`src/rtl/option22_loader_if.sv`:
```
// Producer byte stream into the option22 loader.
// byte_in is taken only on a cycle where byte_valid and byte_ready are both high.
interface option22_loader_if;
  logic [7:0] byte_in;
  logic       byte_valid;
  logic       byte_ready;

  modport master (output byte_in, output byte_valid, input byte_ready);
  modport slave  (input byte_in, input byte_valid, output byte_ready);
endinterface

```
`src/rtl/option22_loader.sv`:
```
// Serially loads producer bytes into chosen slots of a circulating 8-bit-slot shift buffer.
// A byte is accepted on the last bit cycle before its slot and written MSB first over the next 8 cycles; a missed slot waits one revolution.
module option22_loader #(
  parameter int WORD_COUNT = 64
) (
  input  logic             clk,
  input  logic             reset,
  input  logic             start,
  input  logic [5:0]       start_slot,
  input  logic [6:0]       length,
  option22_loader_if.slave src,
  output logic             write,
  output logic             din,
  output logic             busy,
  output logic             done,
  output logic [5:0]       slot_pos
);
  localparam int AW = (WORD_COUNT > 1) ? $clog2(WORD_COUNT) : 1;
  localparam logic [6:0]    MAX_LEN  = 7'(WORD_COUNT);
  localparam logic [AW-1:0] SLOT_ONE = AW'(1);

  typedef enum logic {IDLE, LOAD} state_t;

  state_t        state, state_nxt;
  logic [2:0]    bit_cnt;
  logic [AW-1:0] slot_cnt;
  logic [AW-1:0] tgt_slot;
  logic [6:0]    remain;
  logic [7:0]    shift_reg;
  logic          wr_active;
  logic          done_q;
  logic          ready_int;
  logic [6:0]    len_clamped;
  logic          last_bit;
  logic          accept;
  logic          finish;

  assign len_clamped = (length > MAX_LEN) ? MAX_LEN : length;
  assign last_bit    = (bit_cnt == 3'd7);
  assign accept      = ready_int & src.byte_valid;
  assign finish      = wr_active & last_bit & (remain == 7'd0);

  always_ff @(posedge clk) begin
    if (reset) state <= IDLE;
    else       state <= state_nxt;
  end

  always_comb begin
    state_nxt = state;
    case (state)
      IDLE:    if (start && len_clamped != 7'd0) state_nxt = LOAD;
      LOAD:    if (finish) state_nxt = IDLE;
      default: state_nxt = IDLE;
    endcase
  end

  // Ready only on the final bit of the slot just before the target slot.
  always_comb begin
    busy      = 1'b0;
    ready_int = 1'b0;
    case (state)
      LOAD: begin
        busy      = 1'b1;
        ready_int = last_bit && (slot_cnt == tgt_slot - SLOT_ONE) && (remain != 7'd0);
      end
      default: ;
    endcase
  end

  // Free-running ring position; clears with the target so both stay aligned.
  always_ff @(posedge clk) begin
    if (reset) begin
      bit_cnt  <= 3'd0;
      slot_cnt <= '0;
    end else begin
      bit_cnt <= bit_cnt + 3'd1;
      if (last_bit) slot_cnt <= slot_cnt + SLOT_ONE;
    end
  end

  always_ff @(posedge clk) begin
    if (reset) begin
      tgt_slot  <= '0;
      remain    <= 7'd0;
      shift_reg <= 8'd0;
      wr_active <= 1'b0;
      done_q    <= 1'b0;
    end else begin
      done_q <= 1'b0;
      case (state)
        IDLE: begin
          wr_active <= 1'b0;
          if (start) begin
            tgt_slot <= start_slot[AW-1:0];
            remain   <= len_clamped;
            done_q   <= (len_clamped == 7'd0);
          end
        end
        LOAD: begin
          // Accepting on bit 7 lets the next byte follow the current one without a gap.
          if (accept) begin
            shift_reg <= src.byte_in;
            tgt_slot  <= tgt_slot + SLOT_ONE;
            remain    <= remain - 7'd1;
            wr_active <= 1'b1;
          end else if (last_bit) begin
            wr_active <= 1'b0;
          end
          if (finish) done_q <= 1'b1;
        end
        default: ;
      endcase
    end
  end

  assign src.byte_ready = ready_int;
  assign write          = wr_active;
  assign din            = wr_active & shift_reg[3'd7 - bit_cnt];
  assign done           = done_q;
  assign slot_pos       = 6'(slot_cnt);
endmodule

```
`src/flat_wrapper.sv`:
```
// flat-port wrapper written by rule: the top's interface ports become plain ports
module option22_loader_flat 
#(
  parameter int WORD_COUNT = 64
)
  (clk, reset, start, start_slot, length, write, din, busy, done, slot_pos, src_byte_in, src_byte_valid, src_byte_ready);
  option22_loader_if src_i ();
  input  logic clk;
  input  logic reset;
  input  logic start;
  input  logic [5:0] start_slot;
  input  logic [6:0] length;
  output logic write;
  output logic din;
  output logic busy;
  output logic done;
  output logic [5:0] slot_pos;
  input wire logic [$bits(src_i.byte_in)-1:0] src_byte_in;
  input wire logic [$bits(src_i.byte_valid)-1:0] src_byte_valid;
  output wire logic [$bits(src_i.byte_ready)-1:0] src_byte_ready;
  assign src_i.byte_in = src_byte_in;
  assign src_i.byte_valid = src_byte_valid;
  assign src_byte_ready = src_i.byte_ready;
  option22_loader #(.WORD_COUNT(WORD_COUNT)) u_core (.clk(clk), .reset(reset), .start(start), .start_slot(start_slot), .length(length), .src(src_i), .write(write), .din(din), .busy(busy), .done(done), .slot_pos(slot_pos));
endmodule
```
`config.mk`:
```
export PLATFORM = sky130hd
export DESIGN_NAME = option22_loader_flat
export DESIGN_NICKNAME = d
export VERILOG_FILES = /design/src/rtl/option22_loader_if.sv /design/src/rtl/option22_loader.sv /design/src/flat_wrapper.sv
export SDC_FILE = /design/constraint.sdc
export NUM_CORES = 1
export LEC_CHECK = 0
export BUFFER_PORTS_ARGS = -buffer_cell sky130_fd_sc_hd__buf_2
export CORE_MARGIN = 1
export CORE_UTILIZATION = 50
export CTS_CLUSTER_SIZE = 20
export DETAILED_ROUTE_END_ITERATION = 10
export PLACE_DENSITY = 0.73
export SYNTH_ARGS = -nofsm -noshare
export SYNTH_HDL_FRONTEND = slang
export SYNTH_SLANG_ARGS = --single-unit
```
`constraint.sdc`:
```
create_clock -name clk -period 3.7 [get_ports clk]
set_clock_uncertainty 0.1 [all_clocks]
set_input_delay 0.185 -clock clk [delete_from_list [all_inputs] [get_ports clk]]
set_output_delay 0.185 -clock clk [all_outputs]
set_load 0.02 [all_outputs]
```
==> impl_metrics.env <==
export IMPL_clock_tree_buffer_depth=2
export IMPL_clock_root_buffer="clkbuf_8"
export IMPL_fin_nets=280
export IMPL_hold_path_class="in2reg"
export IMPL_insertion_delay_ns=0.28
export IMPL_start_kind="flop"
export IMPL_synth_edff_count=0
export IMPL_multi_input_area_um2=1112
export IMPL_area_growth_pct=12.97
export IMPL_critPathKind="reg2reg"
export IMPL_maxCapViolations=0
export IMPL_routabilityCongestion=0.7883
export IMPL_core_area_um2=3468
export IMPL_numCtsBuffers=5
export IMPL_clock_fmax_mhz=349.4
export IMPL_first_pass_iters=4
export IMPL_cts_clk_slew_worst_paths_ns=0.07
export IMPL_nFillCells=324
export IMPL_yosys_warnings=0
export IMPL_grt_pass1_wl_mm=6.796
export IMPL_num_antenna_cells=0
export IMPL_gr_usage_all_layers_pct=21.30
export IMPL_vias=1577
export IMPL_h_tree_depth=2
export IMPL_worst_path_max_fanout=16
export IMPL_rsz0062_at_grt="no"
export IMPL_tns_ns=0
export IMPL_cp_slowest_cell="or2_1"
export IMPL_post_route_period_util_pct=77.36
export IMPL_rrSetupSlack_ns=0.84
export IMPL_post_cts_setup_buffers=0
export IMPL_power_per_cell_area_nw_per_um2=363.8
export IMPL_grt_pass1_vias=1530
export IMPL_synth_seq_cells=33
export IMPL_final_util_pct=61.29
export IMPL_slew_headroom_pct=55.16
export IMPL_synth_top_flop_cell="dfxtp_1"
export IMPL_holdWs_ns=0.04562
export IMPL_cts_resized=0
export IMPL_dieArea_um2=4013
export IMPL_antenna_found_initial=0
export IMPL_num_io_pins=36
export IMPL_power_leakage_nw=0.8343
export IMPL_regArea_um2=660.6
export IMPL_outcome="complete, no violations"
export IMPL_gr_total_overflow=0
export IMPL_start_util_pct=54.26
export IMPL_worst_ir_drop_vdd_mv=0.2512
export IMPL_setup_viol=0
export IMPL_slew_violations=0
export IMPL_wl_per_cell_um=12.90
export IMPL_port_buffers=35
export IMPL_crit_chain="inv_1 > ha_1 > nand2b_1 > a21o_1 > a31oi_1 > nor4_2 > buf_4 > or2_1 > mux2_2 > a21oi_1"
export IMPL_rows=21
export IMPL_synth_area_per_cell_um2=8.593
export IMPL_first_iter_violations=87
export IMPL_drive_above_1_share_pct=23.69
export IMPL_syn_area_um2=1882
export IMPL_cp_slowest_stage_delay_ns=0.46
export IMPL_required_ns=3.80
export IMPL_synth_seq_area_share_pct=35.11
export IMPL_syn_inst=219
export IMPL_arrival_ns=2.97
export IMPL_drt_wl_total_mm=3.805
export IMPL_worst_slew_pin_slew_ns=0.6726
export IMPL_die_w_um=63.35
export IMPL_synth_distinct_cells=42
export IMPL_via_per_inst=5.346
export IMPL_layout_min_cycle_time_ns=2.862
export IMPL_drtAntennaViolNets=0
export IMPL_cts_tree="done"
export IMPL_grt_max_degree=34
export IMPL_drc_errors=0
export IMPL_fp_dieH_um=63.35
export IMPL_largest_register_ffs=8
export IMPL_cts_hold_fix_buffers=0
export IMPL_crit_path_end_kind="flop"
export IMPL_cts_num_sinks=33
export IMPL_async_reset_ff_share_pct=0
export IMPL_syn_nets=251
export IMPL_hpwl_mm=2.715
export IMPL_hold_violations=0
[logic make-up after synthesis]
group	count (synthesis)	share of synthesized area, %
xor+xnor	12	5.984
fa+ha+maj	7	4.654
mux	13	8.444
compound gates	44	15.29
simple gates	89	24.73
flops	33	35.11
buf+inv	21	5.784
[final cells by class]
cell class	instances	area share [%]
well taps	46	2.707
clock buffers	6	3.414
clock inverters	2	0.4709
inverters	6	1.059
flip-flops and latches	33	31.08
repair buffers	37	8.946
multi-input cells	165	52.33
[through the flow]
stage | setup WS, ns | cells | instance area (um^2) | power, mW
2_1_floorplan | 1.279 | 219 | 1882 | 0.4939
3_3_place_gp | 0.9127 | 287 | 2043 | 0.5201
3_5_place_dp | 0.8548 | 287 | 2043 | 0.5221
4_1_cts | 0.8248 | 295 | 2126 | 0.7762
5_1_grt | 0.5906 | 295 | 2126 | 0.8161
6_report | 0.8378 | 295 | 2126 | 0.7733
[final timing paths]
kind	start	to	cells past startpoint
setup / recovery	u_core.tgt_slot[0]$_SDFFE_PP0P_	u_core.remain[0]$_SDFFE_PP0P_	10
hold / removal	src_byte_in[7]	u_core.shift_reg[7]$_SDFFE_PP0P_	3
setup reg to reg	u_core.tgt_slot[0]$_SDFFE_PP0P_	u_core.remain[0]$_SDFFE_PP0P_	10
hold reg to reg	u_core.shift_reg[4]$_SDFFE_PP0P_	u_core.shift_reg[4]$_SDFFE_PP0P_	2
[routing by layer]
layer / share of wire (%) / vias to the layer above / GRT usage [%]
met5: 0 / - / 0
met4: 0.95 / 0 / 7.102
met3: 3.4 / 4 / 4.891
met2: 47 / 25 / 36.17
met1: 49 / 719 / 26.23
li1: - / 829 / -
[worst max-delay path, delay by kind of cell (launching register included)]
family,cells,cell delay (ns)
buffers and inverters,2,0.29
AOI/OAI and AO/OA,3,0.64
DFF,1,0.41
and+or+nand+nor,3,0.72
muxes,1,0.37
adders and majority gates,1,0.25
[cell usage in the layout (no fill, tap or decap), types with 5 or more instances in the layout]
cell and n:
nand3b_1 6, inv_1 6, dfxtp_1 33, nor2_1 20, xor2_1 7, buf_2 35
nand2_1 27, clkbuf_8 5, ha_1 7, mux2i_1 8, nor2b_1 8, a21oi_1 21
nand3_1 6
[power by group]
| part | switching, mW | internal, mW | total [mW] |
|---|---|---|---|
| sequential | 0.0210 | 0.369 | 0.390 |
| combinational | 0.0639 | 0.0601 | 0.124 |
| clock | 0.129 | 0.130 | 0.259 |
[synthesized netlist by cell type, types with 2 or more instances]
| library cell | instances | area, um^2 |
|---|---|---|
| mux2_2 | 3 | 33.78 |
| nor4_1 | 3 | 18.77 |
| nand2_1 | 27 | 101.4 |
| inv_1 | 6 | 22.52 |
| o21ai_0 | 4 | 20.02 |
| a211oi_2 | 4 | 50.05 |
| xor2_1 | 7 | 61.31 |
| xnor2_1 | 4 | 35.03 |
| nor3_1 | 4 | 20.02 |
| a31oi_1 | 3 | 18.77 |
| o211ai_1 | 2 | 15.01 |
| a21oi_1 | 21 | 105.1 |
| nand4_1 | 3 | 18.77 |
| nand2b_1 | 2 | 12.51 |
| buf_6 | 2 | 22.52 |
| nor3b_1 | 2 | 15.01 |
| a211oi_1 | 3 | 22.52 |
| mux4_2 | 2 | 45.04 |
| nor2b_1 | 8 | 50.05 |
| nand3b_1 | 6 | 45.04 |
| nor2_1 | 20 | 75.07 |
| nor4_2 | 2 | 25.02 |
| buf_2 | 3 | 15.01 |
| dfxtp_1 | 33 | 660.6 |
| nand3_1 | 6 | 30.03 |
| ha_1 | 7 | 87.58 |
| or3_1 | 2 | 12.51 |
| mux2i_1 | 8 | 80.08 |
| clkbuf_1 | 9 | 33.78 |
Power figures use the tool's default switching activity.
